==> src/rtl/block_io_unit.sv <==
// SRAM-side block I/O for the anchor sweep: fetches one COL_H-pixel column below the
// anchor, then writes the finished pixel X_OFFSET columns behind it and raises io_final.
module block_io_unit #(
    parameter int COL_H    = 4,
    parameter int PIX_W    = 8,
    parameter int X_OFFSET = 4
) (
    input  logic                   clk,
    input  logic                   n_rst,
    input  logic                   io_start,
    input  logic                   anchor_moving,
    input  logic [31:0]            anchor_x,
    input  logic [31:0]            anchor_y,
    input  logic [31:0]            width,
    input  logic [31:0]            height,
    input  logic [31:0]            read_base,
    input  logic [31:0]            write_base,
    input  logic                   read_enable,
    input  logic                   write_enable,
    input  logic [PIX_W-1:0]       result_pixel,
    input  logic                   mem_ready,
    input  logic [PIX_W-1:0]       mem_rdata,
    output logic [31:0]            mem_addr,
    output logic [PIX_W-1:0]       mem_wdata,
    output logic                   mem_read,
    output logic                   mem_write,
    output logic [COL_H*PIX_W-1:0] col_data,
    output logic                   col_valid,
    output logic                   io_final
);

    localparam int ROW_W = (COL_H > 1) ? $clog2(COL_H) : 1;
    localparam logic [ROW_W-1:0] LAST_ROW = ROW_W'(COL_H - 1);

    typedef enum logic [2:0] {IDLE, LATCH, READ, WRITE, DONE} state_t;

    state_t            state_reg, state_next;
    logic [31:0]       anchor_y_reg, anchor_y_next;
    logic              x_ok_reg, x_ok_next;
    logic              write_go_reg, write_go_next;
    logic [31:0]       write_addr_reg, write_addr_next;
    logic [PIX_W-1:0]  pixel_reg, pixel_next;
    logic [ROW_W-1:0]  row_idx_reg, row_idx_next;
    logic [31:0]       row_addr_reg, row_addr_next;
    logic [PIX_W-1:0]  col_rows_reg [COL_H];
    logic [PIX_W-1:0]  col_rows_next [COL_H];
    logic [31:0]       mem_addr_reg, mem_addr_next;
    logic [PIX_W-1:0]  mem_wdata_reg, mem_wdata_next;
    logic              mem_read_reg, mem_read_next;
    logic              mem_write_reg, mem_write_next;
    logic              col_valid_reg, col_valid_next;
    logic              io_final_reg, io_final_next;

    logic              start;
    logic [31:0]       base_off, wx, first_addr, write_addr_in, next_row_addr;
    logic              x_ok_in, write_go_in;
    logic [32:0]       next_y;
    logic              go_post, post_go;
    logic [31:0]       post_addr;
    logic [PIX_W-1:0]  post_pix;

    // Address arithmetic shared by the latch step and the row walk.
    always_comb begin
        start         = io_start | anchor_moving;
        base_off      = anchor_y * width;
        wx            = anchor_x - 32'(X_OFFSET);
        first_addr    = read_base + base_off + anchor_x;
        write_addr_in = write_base + base_off + wx;
        x_ok_in       = anchor_x < width;
        write_go_in   = write_enable && (anchor_x >= 32'(X_OFFSET)) && (wx < width)
                        && (anchor_y < height);
        next_y        = {1'b0, anchor_y_reg} + 33'(row_idx_reg) + 33'd1;
        next_row_addr = row_addr_reg + width;
    end

    always_comb begin
        state_next      = state_reg;
        anchor_y_next   = anchor_y_reg;
        x_ok_next       = x_ok_reg;
        write_go_next   = write_go_reg;
        write_addr_next = write_addr_reg;
        pixel_next      = pixel_reg;
        row_idx_next    = row_idx_reg;
        row_addr_next   = row_addr_reg;
        col_rows_next   = col_rows_reg;
        mem_addr_next   = mem_addr_reg;
        mem_wdata_next  = mem_wdata_reg;
        mem_read_next   = mem_read_reg;
        mem_write_next  = mem_write_reg;
        col_valid_next  = 1'b0;
        io_final_next   = io_final_reg;
        go_post         = 1'b0;
        post_go         = 1'b0;
        post_addr       = '0;
        post_pix        = '0;

        case (state_reg)
            IDLE, DONE: begin
                if (start) begin
                    state_next    = LATCH;
                    io_final_next = 1'b0;
                end
            end
            LATCH: begin
                anchor_y_next   = anchor_y;
                x_ok_next       = x_ok_in;
                write_go_next   = write_go_in;
                write_addr_next = write_addr_in;
                pixel_next      = result_pixel;
                row_idx_next    = '0;
                row_addr_next   = first_addr;
                if (read_enable) begin
                    state_next = READ;
                    if (x_ok_in && (anchor_y < height)) begin
                        mem_read_next = 1'b1;
                        mem_addr_next = first_addr;
                    end
                end else begin
                    // Read phase skipped: decide the write from the live inputs.
                    go_post   = 1'b1;
                    post_go   = write_go_in;
                    post_addr = write_addr_in;
                    post_pix  = result_pixel;
                end
            end
            READ: begin
                // A row without a strobe is a one-cycle zero pad.
                if (!mem_read_reg || mem_ready) begin
                    col_rows_next[row_idx_reg] = mem_read_reg ? mem_rdata : '0;
                    mem_read_next = 1'b0;
                    row_addr_next = next_row_addr;
                    if (row_idx_reg == LAST_ROW) begin
                        col_valid_next = 1'b1;
                        go_post        = 1'b1;
                        post_go        = write_go_reg;
                        post_addr      = write_addr_reg;
                        post_pix       = pixel_reg;
                    end else begin
                        row_idx_next = row_idx_reg + 1'b1;
                        if (x_ok_reg && (next_y < {1'b0, height})) begin
                            mem_read_next = 1'b1;
                            mem_addr_next = next_row_addr;
                        end
                    end
                end
            end
            WRITE: begin
                if (mem_ready) begin
                    mem_write_next = 1'b0;
                    state_next     = DONE;
                    io_final_next  = 1'b1;
                end
            end
            default: state_next = IDLE;
        endcase

        if (go_post) begin
            if (post_go) begin
                state_next     = WRITE;
                mem_write_next = 1'b1;
                mem_addr_next  = post_addr;
                mem_wdata_next = post_pix;
            end else begin
                state_next    = DONE;
                io_final_next = 1'b1;
            end
        end
    end

    always_ff @(posedge clk or negedge n_rst) begin
        if (!n_rst) begin
            state_reg      <= IDLE;
            anchor_y_reg   <= '0;
            x_ok_reg       <= 1'b0;
            write_go_reg   <= 1'b0;
            write_addr_reg <= '0;
            pixel_reg      <= '0;
            row_idx_reg    <= '0;
            row_addr_reg   <= '0;
            for (int i = 0; i < COL_H; i++) col_rows_reg[i] <= '0;
            mem_addr_reg   <= '0;
            mem_wdata_reg  <= '0;
            mem_read_reg   <= 1'b0;
            mem_write_reg  <= 1'b0;
            col_valid_reg  <= 1'b0;
            io_final_reg   <= 1'b0;
        end else begin
            state_reg      <= state_next;
            anchor_y_reg   <= anchor_y_next;
            x_ok_reg       <= x_ok_next;
            write_go_reg   <= write_go_next;
            write_addr_reg <= write_addr_next;
            pixel_reg      <= pixel_next;
            row_idx_reg    <= row_idx_next;
            row_addr_reg   <= row_addr_next;
            col_rows_reg   <= col_rows_next;
            mem_addr_reg   <= mem_addr_next;
            mem_wdata_reg  <= mem_wdata_next;
            mem_read_reg   <= mem_read_next;
            mem_write_reg  <= mem_write_next;
            col_valid_reg  <= col_valid_next;
            io_final_reg   <= io_final_next;
        end
    end

    generate
        for (genvar gi = 0; gi < COL_H; gi++) begin : g_col
            assign col_data[gi*PIX_W +: PIX_W] = col_rows_reg[gi];
        end
    endgenerate

    assign mem_addr  = mem_addr_reg;
    assign mem_wdata = mem_wdata_reg;
    assign mem_read  = mem_read_reg;
    assign mem_write = mem_write_reg;
    assign col_valid = col_valid_reg;
    assign io_final  = io_final_reg;

endmodule
==> config.mk <==
export PLATFORM = sky130hd
export DESIGN_NAME = block_io_unit
export DESIGN_NICKNAME = d
export VERILOG_FILES = /design/src/rtl/block_io_unit.sv
export SDC_FILE = /design/constraint.sdc
export NUM_CORES = 2
export LEC_CHECK = 0
export CAP_MARGIN = 40
export CORE_ASPECT_RATIO = 0.8
export CORE_UTILIZATION = 56
export CTS_BUF_LIST = sky130_fd_sc_hd__clkbuf_8
export CTS_CLUSTER_DIAMETER = 30
export DETAILED_ROUTE_END_ITERATION = 6
export HOLD_SLACK_MARGIN = 0.06
export PLACE_DENSITY_LB_ADDON = 0.12
export SYNTH_ARGS = -nofsm -noshare
export SYNTH_HDL_FRONTEND = slang
export SYNTH_SLANG_ARGS = --single-unit
==> constraint.sdc <==
create_clock -name clk -period 4.34 [get_ports clk]
set_clock_uncertainty 0.2 [all_clocks]
set_input_delay 0.651 -clock clk [delete_from_list [all_inputs] [get_ports clk]]
set_output_delay 0.651 -clock clk [all_outputs]
set_load 0.03 [all_outputs]
# Word level (Yosys, flattened, before mapping)
# Cells that the tools add are included.
# Widths: inputs -> output; s select.
op_classes:
  n_addsub: 9
  multipliers: 1
  n_lt_le_gt_ge: 7
  n_eq_ne: 13
  muxes: 55
  bitwise: 2
  n_reduce_logical: 17
ops:
  columns: ["cell", "n"]
  rows:
  - ["$mux 32", 11]
  - ["$pmux 32 s2", 3]
  - ["$add 32x32->32", 5]
  - ["$lt 32x32->1", 3]
  - ["$mux 8", 5]
  - ["$add 32x2->33", 1]
  - ["$add 33x1->33 const B", 1]
  - ["$lt 33x32->1", 1]
  - ["$bwmux 32", 1]
  - ["$ge 32x3->1 const B", 1]
  - ["$mul 32x32->32", 1]
  - ["$sub 32x3->32 const B", 1]
  - ["$mux 1", 20]
  - ["$demux 8 s2", 1]
  - ["$pmux 8 s2", 1]
  - ["$mux 3", 5]
  - ["$pmux 3 s4", 1]
  - ["$ne 2x2->1 const B", 5]
  - ["$ne 3x3->1 const B", 3]
  - ["$pmux 1 s2", 4]
  - ["$reduce_and 4->1", 2]
  - ["$eq 3x2->1 const B", 2]
  - ["$logic_and 1x1->1", 6]
  - ["$reduce_and 2->1", 3]
  - ["16 further kinds", 17]
word_totals:
  register_bits: 187
  input_bits: 215
  output_inout_bits: 76
  wordCells: 122

# Logic depth before layout (Yosys ltp)
depth:
  ltp_word: 10
  depth_mapped: 39
  depth_no_buf: 37

# Least setup slack after synthesis
# Ideal clock, no wire load.
synth_timing:
  path_type: "in2reg"
  start: "input width[3]"
  end: "register mem_addr_reg[25], in the netlist mem_addr[25]"
  setup_time_ns: 0.134
  arrival_ns: 9.434
  required_time_ns: 4.006
  setup_slack_ns: -5.428
  path_stages: 36
  path_buffers: 2
  path_cell_list: "clkbuf_1 clkbuf_1 nand2_1 fa_1 fa_1 fa_1 inv_1 fa_1 ha_1 ha_1 inv_1 fa_1 inv_1 fa_1 ha_1 a2111oi_0 o211ai_1 o211a_1 a311oi_1 o21ai_0 a21o_1 a21o_1 a21o_1 xnor2_1 fa_1 inv_1 ha_1 nand2_1 o211ai_1 or4_1 a41oi_1 nor3_1 a2111oi_0 nor2_1 a22oi_1 mux2i_1"
synth_between:
  elab_chain_cells: 8
  word_cells_on_any_way: 23
  cone_classes: "5 x add/sub; 1 x mul; 2 x order compare; 12 x mux; 3 x reduce/logical"
synth_lines:
  columns: ["item", "line_no", "text"]
  rows:
  - ["start: declaration", "14", "input logic [31:0] width,"]
  - ["$mul 32x32->32", "65", "base_off = anchor_y * width;"]
  - ["$add 32x32->32 (2 in a row)", "67", "first_addr = read_base + base_off + anchor_x;"]
  - ["$mux 32", "114", "if (x_ok_in && (anchor_y < height)) begin"]
  - ["$mux 32", "112", "if (read_enable) begin"]
  - ["$pmux 32 s2", "97", "case (state_reg)"]
  - ["$mux 32", "158", "if (post_go) begin"]
  - ["$mux 32 *", "157", "if (go_post) begin"]
  - ["via mem_addr_next[25]", "47", "logic [31:0] mem_addr_reg, mem_addr_next;"]
  - ["end signal: assignment", "197", "mem_addr_reg <= mem_addr_next;"]
  - ["end: declaration", "47", null]
# The timed path passes the listed nets; every way through them passes the cells marked *.
# A chain may end at the register's enable or synchronous reset.

# Worst setup path in the final report
layout_timing:
  start: "input width[2]"
  end: "register mem_addr_reg[31], in the netlist mem_addr[31]"
# The elaborated chain is that of the path after synthesis.

==> out/metrics.cfg <==
[sta]
min_period_over_period_pct=213
drv_slew=0
fmax_mhz=108
setup_viol=102
hold_viol_final=0
setup_ws_ns=-4.91
worstMarginPinSlew_ns=0.950
max_slew_margin_pct=36.6
rsz0062_at_grt=true
fin_crit_ns=9.25

[floorplan]
die_y_um=223
io_pins=291
core_um2=60000
rows=80
initial_core_util_pct=57.1
die-area_um2=62100
die_width_um=278

[clock_network]
clkTransAtPathRegs_ns=0.11
clockRootBuffer=clkbuf_8
cts.path.max_buffers=2
cts_made_buffers=17
clock-sinks=187
insertion_delay_ns=0.57
cts.htree.levels=4
tritoncts=done

[critical_path]
cp_max_fo=6
cp-start-kind=input port
cp_data_arrival_time_ns=9.54
end_kind=flip-flop
path_common_cell=fa_1
critical_path_required_ns=4.63
crit_slowest_cell=fa_1
critPathKind=input port to flip-flop
slowest_delay_ns=0.56

[routing]
drt-pass1-iter-count=6
postRouteAntennaNets=0
drc=0
wire_per_inst_um=21.9
drt_iter0_drc=3201
vias=32894
drt-total-wl_um=127000
drt-vias-per-instance=5.69

[logic_synthesis]
synth_edf_count=0
syn_nets=5057
synth_seq_cells=187
synth_flop_cell=dfrtp_1
synthArstFlopShare_pct=100
syn_avg_cell_area_um2=8.50
syn_inst=4023
yosysSeqAreaShare_pct=13.7
synth_area_um2=34200
synth_cell_types=76
yosys_warnings=0

[global_route]
grt_use_total_pct=41.1
antenna_found_initial=10
grt_first_pass_wirelength_um=192000
grt_max_degree=96
overflow=0
grt_pass1_vias=33496

[placed_design]
gp_congestion=1.03
pre_cts_ws_ns=-6.14
io_buffer_count=290
dp_hpwl_um=103000

[hold_path]
hp-class=flip-flop to flip-flop

[layout]
nets=6017
drive_gt1_share_pct=25.7
area_delta_synth_final_pct=39.0

[status]
status=finished, violations left
violations=negative setup slack

[flow_run]
cap_violations=0

==> what timing repair did <==
item	in CTS	in global routing
resized for setup	383	200
endpoints found under the hold margin	92	0
buffers inserted	55	27
gates cloned	1	1
endpoints found under the setup margin	104	104
hold buffers	1	0
pin swaps	174	146
==> routing by layer <==
layer  share of wire, %  wire length (um)  up-vias  track usage, %
li1                   -                 -    14831               -
met1                 41             51600    16076            56.4
met2                 45             56700     1681            63.6
met3                 11             13600      298            10.0
met4                3.9              4890        8            14.5
met5              0.044                56        -               0
==> cell usage in the layout (no fill, tap or decap), types with 123 or more instances in the layout <==
cell             synthesis  routed
nor2_1                 132     124
clkdlybuf4s50_1          0     252
nand2_1                663     650
ha_1                   345     281
fa_1                   474     440
dfrtp_1                187     187
inv_1                  683     642
xnor2_1                163     123
buf_4                    0     694
and2_1                 258     236
==> final cells by class <==
class / count / area [um2]
diodes: 10 / 25.0
clock buffers: 17 / 234
clock inverters: 15 / 233
fillers: 4113 / 12400
inverters: 684 / 2570
multi-input cells: 2995 / 29200
flip-flops and latches: 187 / 4680
well taps: 779 / 975
repair buffers: 1098 / 9630
==> cell families (layout without fill, tap and decap cells) <==
kind of cell    after synthesis  count (layout)  share of synthesized area [%]
mux                          25              25                          0.775
simple gates               1261            1261                           17.2
fa+ha+maj                   819             819                           40.4
buf+inv                     841            1814                           9.29
xor+xnor                    228             228                           6.02
flops                       187             187                           13.7
compound gates              662             662                           12.7
other cells                   0              10                              0
==> worst max-delay path: cells and delay by family <==
kind	cells	cell delay (ns)
AOI/OAI and AO/OA	14	3.09
xor gates and xnor gates	2	0.36
adders and majority gates	11	4.41
buffers and inverters	7	0.63
and+or+nand+nor	3	0.39
==> worst paths after layout <==
kind	from	end	slack, ns	cells after the start
setup / recovery	width[2]	mem_addr[31]	-4.91	37
hold / removal	col_data[8]	col_data[8]	0.29	2
setup reg to reg	row_idx_reg[0]	mem_addr[16]	-0.64	21
hold reg to reg	col_data[8]	col_data[8]	0.29	2
max in group asynchronous	n_rst	row_addr_reg[3]	2.53	3
min in group asynchronous	n_rst	anchor_y_reg[24]	0.49	2
==> stage by stage <==
step | hold WS [ns] | utilization (%) | setup TNS (ns) | cell area [um2] | cells
finish | 0.287 | 79.3 | -317.34 | 47600 | 5785
global route | 0.308 | 79.3 | -336.64 | 47500 | 5778
CTS | 0.289 | 77.6 | -306.84 | 46500 | 5755
detailed placement | 0.263 | 73.8 | -430.79 | 44300 | 5677
global placement | 0.258 | 73.8 | -424.26 | 44300 | 5677
floorplan | 0.155 | - | -288.07 | 35200 | 4023
==> cells in the mapped netlist, drive strengths merged, types with 11 or more instances <==
library cell / number / area, um2
o22ai: 11 / 68.8
a211oi: 29 / 218
and3: 21 / 131
nor3: 42 / 220
ha: 345 / 4320
a31oi: 31 / 194
and2: 258 / 1610
nand2: 663 / 2490
o211ai: 18 / 135
or3: 12 / 75.1
o21bai: 26 / 195
nand3: 32 / 165
buf: 27 / 123
clkbuf: 130 / 488
mux2: 12 / 135
a22o: 14 / 123
nand2b: 14 / 87.6
inv: 684 / 2570
a22oi: 31 / 233
nor4: 19 / 140
dfrtp: 187 / 4680
mux2i: 13 / 130
o21a: 32 / 240
o21ai: 125 / 626
xor2: 59 / 517
nand4: 30 / 188
nor2b: 13 / 81.3
a21o: 85 / 638
xnor2: 166 / 1480
a21oi: 165 / 826
nor2: 133 / 502
fa: 474 / 9490
Power is left out: the tool's default activity adds up to more than one toggle a clock period on the data nets, which glitch-free logic cannot reach.
